`src/rtl/writeback_arbiter.sv`:
```
// Writeback arbiter: merges ALU results and FIFO-buffered load returns into the regfile write port; optional perf counters via WB_PERF_COUNTERS_EN.
// Latency: ALU accept -> write next cycle; load accept -> earliest write two cycles later.
// Backpressure: a full load FIFO drops ld_ready and alu_ready and forces its head out.
module writeback_arbiter #(
    parameter int LD_DEPTH = 2,
    parameter int XLEN     = 32
) (
    input  logic            clk,
    input  logic            rst,
    input  logic            alu_valid,
    output logic            alu_ready,
    input  logic [4:0]      alu_rd,
    input  logic [XLEN-1:0] alu_data,
    input  logic            ld_valid,
    output logic            ld_ready,
    input  logic [4:0]      ld_rd,
    input  logic [XLEN-1:0] ld_data,
    input  logic            issue_valid,
    input  logic [4:0]      issue_rd,
    output logic [31:0]     busy_mask,
    output logic            wr_ena,
    output logic [4:0]      wr_addr,
    output logic [XLEN-1:0] wr_data,
    output logic [31:0]     alu_stall_cnt,
    output logic [31:0]     ld_commit_cnt
);
    localparam int AW = $clog2(LD_DEPTH);
    localparam int CW = $clog2(LD_DEPTH + 1);

    logic [CW-1:0]   r_count;
    logic [AW-1:0]   r_wptr;
    logic [AW-1:0]   r_rptr;
    logic [4:0]      r_mem_rd   [LD_DEPTH];
    logic [XLEN-1:0] r_mem_data [LD_DEPTH];
    logic [31:0]     r_busy;
    logic            r_wr_ena;
    logic [4:0]      r_wr_addr;
    logic [XLEN-1:0] r_wr_data;

    logic            w_full;
    logic            w_empty;
    logic            w_push;
    logic            w_pop;
    logic            w_win;
    logic [4:0]      w_head_rd;
    logic [XLEN-1:0] w_head_data;
    logic [4:0]      w_win_rd;
    logic [XLEN-1:0] w_win_data;
    logic [31:0]     w_set;
    logic [31:0]     w_clr;

    // Ready depends only on the registered count, never on this cycle's pop.
    assign w_full      = (r_count == CW'(LD_DEPTH));
    assign w_empty     = (r_count == '0);
    assign ld_ready    = !w_full;
    assign alu_ready   = !w_full;
    assign w_push      = ld_valid && !w_full;
    assign w_pop       = w_full || (!alu_valid && !w_empty);
    assign w_win       = w_pop || alu_valid;
    assign w_head_rd   = r_mem_rd[r_rptr];
    assign w_head_data = r_mem_data[r_rptr];
    assign w_win_rd    = w_pop ? w_head_rd   : alu_rd;
    assign w_win_data  = w_pop ? w_head_data : alu_data;
    assign w_set       = (issue_valid && issue_rd != 5'd0) ? (32'd1 << issue_rd) : 32'd0;
    assign w_clr       = (w_pop && w_head_rd != 5'd0) ? (32'd1 << w_head_rd) : 32'd0;

    always_ff @(posedge clk) begin
        if (w_push) begin
            r_mem_rd[r_wptr]   <= ld_rd;
            r_mem_data[r_wptr] <= ld_data;
        end
    end

    always_ff @(posedge clk or negedge rst) begin
        if (!rst) begin
            r_count   <= '0;
            r_wptr    <= '0;
            r_rptr    <= '0;
            r_busy    <= '0;
            r_wr_ena  <= 1'b0;
            r_wr_addr <= '0;
            r_wr_data <= '0;
        end else begin
            if (w_push) r_wptr <= r_wptr + AW'(1);
            if (w_pop)  r_rptr <= r_rptr + AW'(1);
            if (w_push && !w_pop)      r_count <= r_count + CW'(1);
            else if (!w_push && w_pop) r_count <= r_count - CW'(1);
            // Issue set is applied after commit clear so the newer load wins.
            r_busy   <= ((r_busy & ~w_clr) | w_set) & ~32'd1;
            r_wr_ena <= w_win && (w_win_rd != 5'd0);
            if (w_win && w_win_rd != 5'd0) begin
                r_wr_addr <= w_win_rd;
                r_wr_data <= w_win_data;
            end
        end
    end

    assign busy_mask = r_busy;
    assign wr_ena    = r_wr_ena;
    assign wr_addr   = r_wr_addr;
    assign wr_data   = r_wr_data;

`ifdef WB_PERF_COUNTERS_EN
    logic [31:0] r_stall_cnt;
    logic [31:0] r_commit_cnt;

    always_ff @(posedge clk or negedge rst) begin
        if (!rst) begin
            r_stall_cnt  <= '0;
            r_commit_cnt <= '0;
        end else begin
            if (alu_valid && w_full) r_stall_cnt  <= r_stall_cnt + 32'd1;
            if (w_pop)               r_commit_cnt <= r_commit_cnt + 32'd1;
        end
    end

    assign alu_stall_cnt = r_stall_cnt;
    assign ld_commit_cnt = r_commit_cnt;
`else
    assign alu_stall_cnt = 32'd0;
    assign ld_commit_cnt = 32'd0;
`endif
endmodule

```
`config.mk`:
```
export PLATFORM = sky130hd
export DESIGN_NAME = writeback_arbiter
export DESIGN_NICKNAME = d
export VERILOG_FILES = /design/src/rtl/writeback_arbiter.sv
export SDC_FILE = /design/constraint.sdc
export NUM_CORES = 1
export LEC_CHECK = 0
export ABC_CLOCK_PERIOD_IN_PS = 3700
export CAP_MARGIN = 20
export CORE_ASPECT_RATIO = 0.7
export CORE_MARGIN = 5
export CORE_UTILIZATION = 46
export CTS_CLUSTER_DIAMETER = 100
export CTS_CLUSTER_SIZE = 12
export DETAILED_ROUTE_END_ITERATION = 6
export MAX_ROUTING_LAYER = met4
export PLACE_DENSITY = 0.79
export SYNTH_ARGS = -nofsm -noshare
export SYNTH_HDL_FRONTEND = slang
export SYNTH_SLANG_ARGS = --single-unit
```
`constraint.sdc`:
```
create_clock -name clk -period 3.7 [get_ports clk]
set_input_delay 0.74 -clock clk [delete_from_list [all_inputs] [get_ports clk]]
set_output_delay 0.74 -clock clk [all_outputs]
set_load 0.02 [all_outputs]
```
==> results.md, run 1 <==
- Critical path's slowest cell: clkdlybuf4s50_1
- Total negative setup slack: 0 ns
- ANT cells: 0
- # DRC: 0
- Power density cells: 884.9 nW/um2
- Ys flop type: edfxtp_1
- Max FO, Critical Path: 7
- RR Startpoint: r_rptr
- Peak VDD IR: 0.0004416 V
- Slew Limit Fails: 0
- Area after DPL: 7869 um2
- Tcrit/Tclk final: 76.55%
- Cells after synthesis: 509
- Global-route wire length before repair: 24480 um
- Post-DP HPWL: 11310 um
- TritonCTS Buffers: 17
- R2r endpoint: wr_data[3]
- Clock Path Buffers: 2
- CP Launch Point: r_count[0]
- Initial drt markers: 344
- Max-cap viol count: 0
- Post-Synthesis Cell Area: 6375 um2
- Crit end category: primary output
- FFs w/ async S/R, synth: 49.66%
- Tot GR Track Use: 20.10%
- Antenna Nets Post-Route: 0
- Status: finished, final reports clean
- DIE HEIGHT: 108.5 um
- Routed WL per cell: 18.31 um
- Layout net count: 754
- Starting Density: 46.40%
- Finished Cell Area: 8501 um2
- TritonCTS clock tree: done
- Worst slew pin tran: 0.9539 ns
- Final hold vios: 0
- WP data required: 2.96 ns
- Largest stage delay, worst path: 0.60 ns
- Chip width: 150.7 um
- Setup Buffers After CTS: 0
- Leak: 3.479 nW
- Clk slew on worst S/H paths: 0.06 ns
- Syn_area_per_cell: 12.52 um2
- Most common cell in the netlist: edfxtp_1
- H-tree lvl count: 4
- F_max: 0.3531 GHz
- Pin count of the biggest net entering global routing: 74
- Core box area: 13740 um2
- Relative slew slack: 36.41%
- Worst Reg-to-Reg Cells: 5
- Yosys warns: 0
- Die ar.: 16350 um2
- RSZ-0062 raised after global routing: false
- Initial antenna violation count: 0
- Crit-path cells: nor2b_1 -> inv_1 -> clkdlybuf4s50_1
- Share of post-route cells with drive strength above 1: 6.745%
- Via count: 4487
- Core Rows: 36
- Sequential fraction of the synthesis area: 63.51%
- Critical path data arrival time: 2.09 ns
- GPL Wtd Cong: 0.8648
- Minimum clock period: 2.832 ns
- Crit start category: flip-flop
- Unique cell type count in the Yosys netlist: 37
- Largest cells by area after synthesis: edfxtp_1 35%, dfrtp_1 29%, buf_4 8.0%
- Placed instance count: 840
- WS Path Type: flip-flop to primary output
- Hold Path Class: input pin to async pin
- Clk root buf: clkbuf_16
- Fin cells: 872
- Drt first pass iters: 5
- Post-CTS resize count: 0
- Final setup fails: 0
- IO Pins: 220
- Grt ovf: 0
- Synth Register Bits: 147
- Via/cell ratio: 5.146
- Synth-to-Final Area Change: 33.35%
- Yosys top cell by area: edfxtp_1
- Clock Latency Late Sink: 0.41 ns
- Reg2Reg Setup Slack: 1.32 ns
- Hold Buf Count CTS: 0
- Synth cell count leaders: 74 x edfxtp_1, 73 x dfrtp_1, 71 x o21ai_0
- I/O Buffers: 154
- Final WL: 15970 um
- Vias in the first global route: 4650
- Clock sinks: 147
- Synth top area share: 34.86%
- Skew final: 0.01546 ns
- Post-synth EDFFs: 74
[cells in the final DEF, fill, tap and decap left out, drive strengths merged, types with 6 or more instances in the layout]
| cell type | netlist | routed |
|---|---|---|
| mux2i | 37 | 37 |
| nand3 | 6 | 6 |
| nor2 | 40 | 40 |
| o21ai | 71 | 71 |
| a221oi | 36 | 36 |
| nand2 | 6 | 6 |
| edfxtp | 74 | 74 |
| clkbuf | 4 | 19 |
| buf | 78 | 6 |
| conb | 1 | 65 |
| dfrtp | 73 | 73 |
| clkdlybuf4s50 | 0 | 153 |
| inv | 39 | 43 |
[sequential cells by signal, summed over array words and instances (netlist names)]
name        cells
wr_data        32
r_wptr          1
wr_ena          1
r_mem_rd       10
r_mem_data     64
r_count         2
busy_mask      31
wr_addr         5
r_rptr          1
[per-layer routing]
layer	GRT usage (%)	up-vias	part of all wire, %
met1	25.82	2219	42
met4	5.886	0	1.1
li1	-	2033	-
met5	-	-	0
met3	5.279	16	9.1
met2	31.76	219	48
[worst max path at each step]
stage / to
2_1_floorplan: r_mem_data[0][0]
3_3_place_gp: wr_data[20]
3_5_place_dp: wr_data[14]
4_1_cts: alu_ready
5_1_grt: alu_ready
6_report: alu_ready
[kinds of logic after synthesis]
logic type	Yosys count	synth area share, %
compound gates	117	12.11
other cells	1	0.05882
simple gates	77	5.849
fa+ha+maj	1	0.1962
mux	40	6.340
buf+inv	121	11.25
flops	147	63.51
xor+xnor	5	0.6871
[area by class of cell]
class / instances / area, um2
Clock inverter: 13 / 198.9
Sequential cell: 147 / 4050
Fill cell: 1075 / 5238
Multi-Input combinational cell: 305 / 1858
Tap cell: 190 / 237.7
Timing Repair Buffer: 159 / 1577
Clock buffer: 19 / 432.9
Inverter: 39 / 146.4
[report_power, final]
group / leakage [nW] / switching, W / internal [W]
logic: 1.63 / 0.00167 / 0.00128
registers: 1.54 / 0.000381 / 0.00236
clock network: 0.301 / 0.000679 / 0.00114
[through the flow]
step,hold WS (ns),setup slack (ns),power [W],util (%)
2_1_floorplan,0.4341,0.7229,0.004408,-
3_3_place_gp,0.4484,0.9131,0.005594,57.28
3_5_place_dp,0.4699,0.8398,0.005721,57.28
4_1_cts,0.4828,0.8537,0.007562,61.88
5_1_grt,0.4888,0.7263,0.007885,61.88
6_report,0.4759,0.8676,0.007522,61.88
[critical path, delay by kind of cell, from the launching register on]
kind | cells | cell delay (ns)
flip-flops | 1 | 0.43
buffers and inverters | 2 | 0.87
AND/OR/NAND/NOR | 1 | 0.39
Note: power is estimated with default switching activity, not from simulation.
==> inputs of run 2 (changes only) <==
ABC_CLOCK_PERIOD_IN_PS = 3000   (was 3700)
clock period = 3 ns   (was 3.7 ns; I/O delays follow)
==> results.md, run 2 (same netlist as run 1, synthesis figures left out) <==
- Initial drt markers: 232
- Final setup fails: 0
- Initial antenna violation count: 0
- Post-CTS resize count: 0
- Leak: 3.514 nW
- Minimum clock period: 2.737 ns
- Via/cell ratio: 5.120
- Die ar.: 16350 um2
- Critical path data arrival time: 2.14 ns
- Crit end category: primary output
- Chip width: 150.7 um
- Clock sinks: 147
- RSZ-0062 raised after global routing: false
- Final hold vios: 0
- Area after DPL: 7921 um2
- Clk slew on worst S/H paths: 0.07 ns
- Clock Latency Late Sink: 0.40 ns
- Commonest non-fill, non-tap cell in the layout: clkdlybuf4s50_1
- Total negative setup slack: 0 ns
- Max-cap viol count: 0
- Commonest cells after routing, fill and taps aside: 153 x clkdlybuf4s50_1, 74 x edfxtp_1, 72 x dfrtp_1
- Synth-to-Final Area Change: 34.52%
- Storage element area: 4050 um2
- ANT cells: 0
- Worst Reg-to-Reg Cells: 6
- Global-route wire length before repair: 24140 um
- Antenna Nets Post-Route: 0
- Finished Cell Area: 8576 um2
- Routed WL per cell: 18.31 um
- Share of post-route cells with drive strength above 1: 7.164%
- Worst slew pin tran: 0.9376 ns
- Crit start category: flip-flop
- Final WL: 16000 um
- # DRC: 0
- WP data required: 2.40 ns
- Layout net count: 756
- Vias in the first global route: 4531
- Grt ovf: 0
- Status: finished, final reports clean
- Core Rows: 36
- Pin count of the biggest net entering global routing: 74
- Starting Density: 46.40%
- GPL Wtd Cong: 0.8609
- WS Path Type: flip-flop to primary output
- Clock Path Buffers: 2
- RR Startpoint: r_count[0]
- Tcrit/Tclk final: 91.25%
- Skew final: 0.009558 ns
- Most flops, register: r_mem_data
- R2r endpoint: wr_data[11]
- Reg2Reg Setup Slack: 0.77 ns
- Area of the multi-input gates: 1858 um2
- Tot GR Track Use: 19.95%
- Via count: 4475
- Setup Buffers After CTS: 0
- H-tree lvl count: 4
- Hold Buf Count CTS: 0
- Max FO, Critical Path: 7
- Power density cells: 1100 nW/um2
- Relative slew slack: 37.49%
- F_max: 0.3653 GHz
- Drt first pass iters: 5
- Post-DP HPWL: 11330 um
- DIE HEIGHT: 108.5 um
- Peak VDD IR: 0.0004650 V
- I/O Buffers: 154
- Fill cells: 1057
- Hold Path Class: input pin to async pin
- Largest register FFs: 64
- Core box area: 13740 um2
- Slew Limit Fails: 0
- IO Pins: 220
- Clk root buf: clkbuf_16
- TritonCTS clock tree: done
- TritonCTS Buffers: 17
## run 2: cell types whose count changed in the layout (fill, tap and decap cells not counted)
cell / before / now
clkbuf_1: 2 / 1
clkinv_2: 0 / 1
buf_4: 6 / 5
bufinv_16: 4 / 5
inv_6: 3 / 4
buf_12: 0 / 3
clkinv_4: 3 / 1
## run 2: critical path: stages, from the launching register on
cell             delay [ns]
dfrtp_1                0.43
nor2b_1                0.41
inv_1                  0.28
clkdlybuf4s50_1        0.60
## run 2: report_power, final
part	switching, W	internal [W]
Sequential	0.000397	0.00291
Combinational	0.00214	0.00165
Clock	0.000839	0.00149
## run 2: worst max-delay path by stage
stage,from,end,slack (ns),cells after the start
2_1_floorplan,r_count[1],r_mem_data[0][0],0.02,4
3_3_place_gp,alu_rd[3],wr_addr[1],0.42,6
3_5_place_dp,alu_rd[3],wr_data[16],0.26,6
4_1_cts,r_count[0],alu_ready,0.26,3
5_1_grt,r_count[0],ld_ready,0.15,3
6_report,r_count[0],alu_ready,0.26,3
## run 2: metal layers
layer	global-route usage (%)	share of wire, %	vias to the layer above
met2	31.53	48	207
met3	4.943	8.5	21
met5	-	0	-
li1	-	-	2032
met4	6.662	1.4	0
met1	25.48	42	2215
## run 2: stage by stage
stage                     hold slack, ns  power [W]  setup slack [ns]  util (%)  instances
after floorplan                   0.3044   0.005436           0.02286         -        573
after global placement            0.4486   0.006989            0.4197     57.66        842
after detailed placement          0.4710   0.007127            0.2591     57.66        842
after CTS                         0.3775   0.009481            0.2605     62.42        874
after global routing              0.4218   0.009892            0.1520     62.42        874
final                             0.3500   0.009429            0.2626     62.42        874
## run 2: cell type report
| class | count | share of cell area (%) |
|---|---|---|
| inverters | 39 | 1.707 |
| clock inverters | 14 | 2.626 |
| repair buffers | 161 | 19.00 |
| well taps | 190 | 2.772 |
| flip-flops and latches | 147 | 47.23 |
| clock buffers | 18 | 5.004 |
| multi-input cells | 305 | 21.67 |
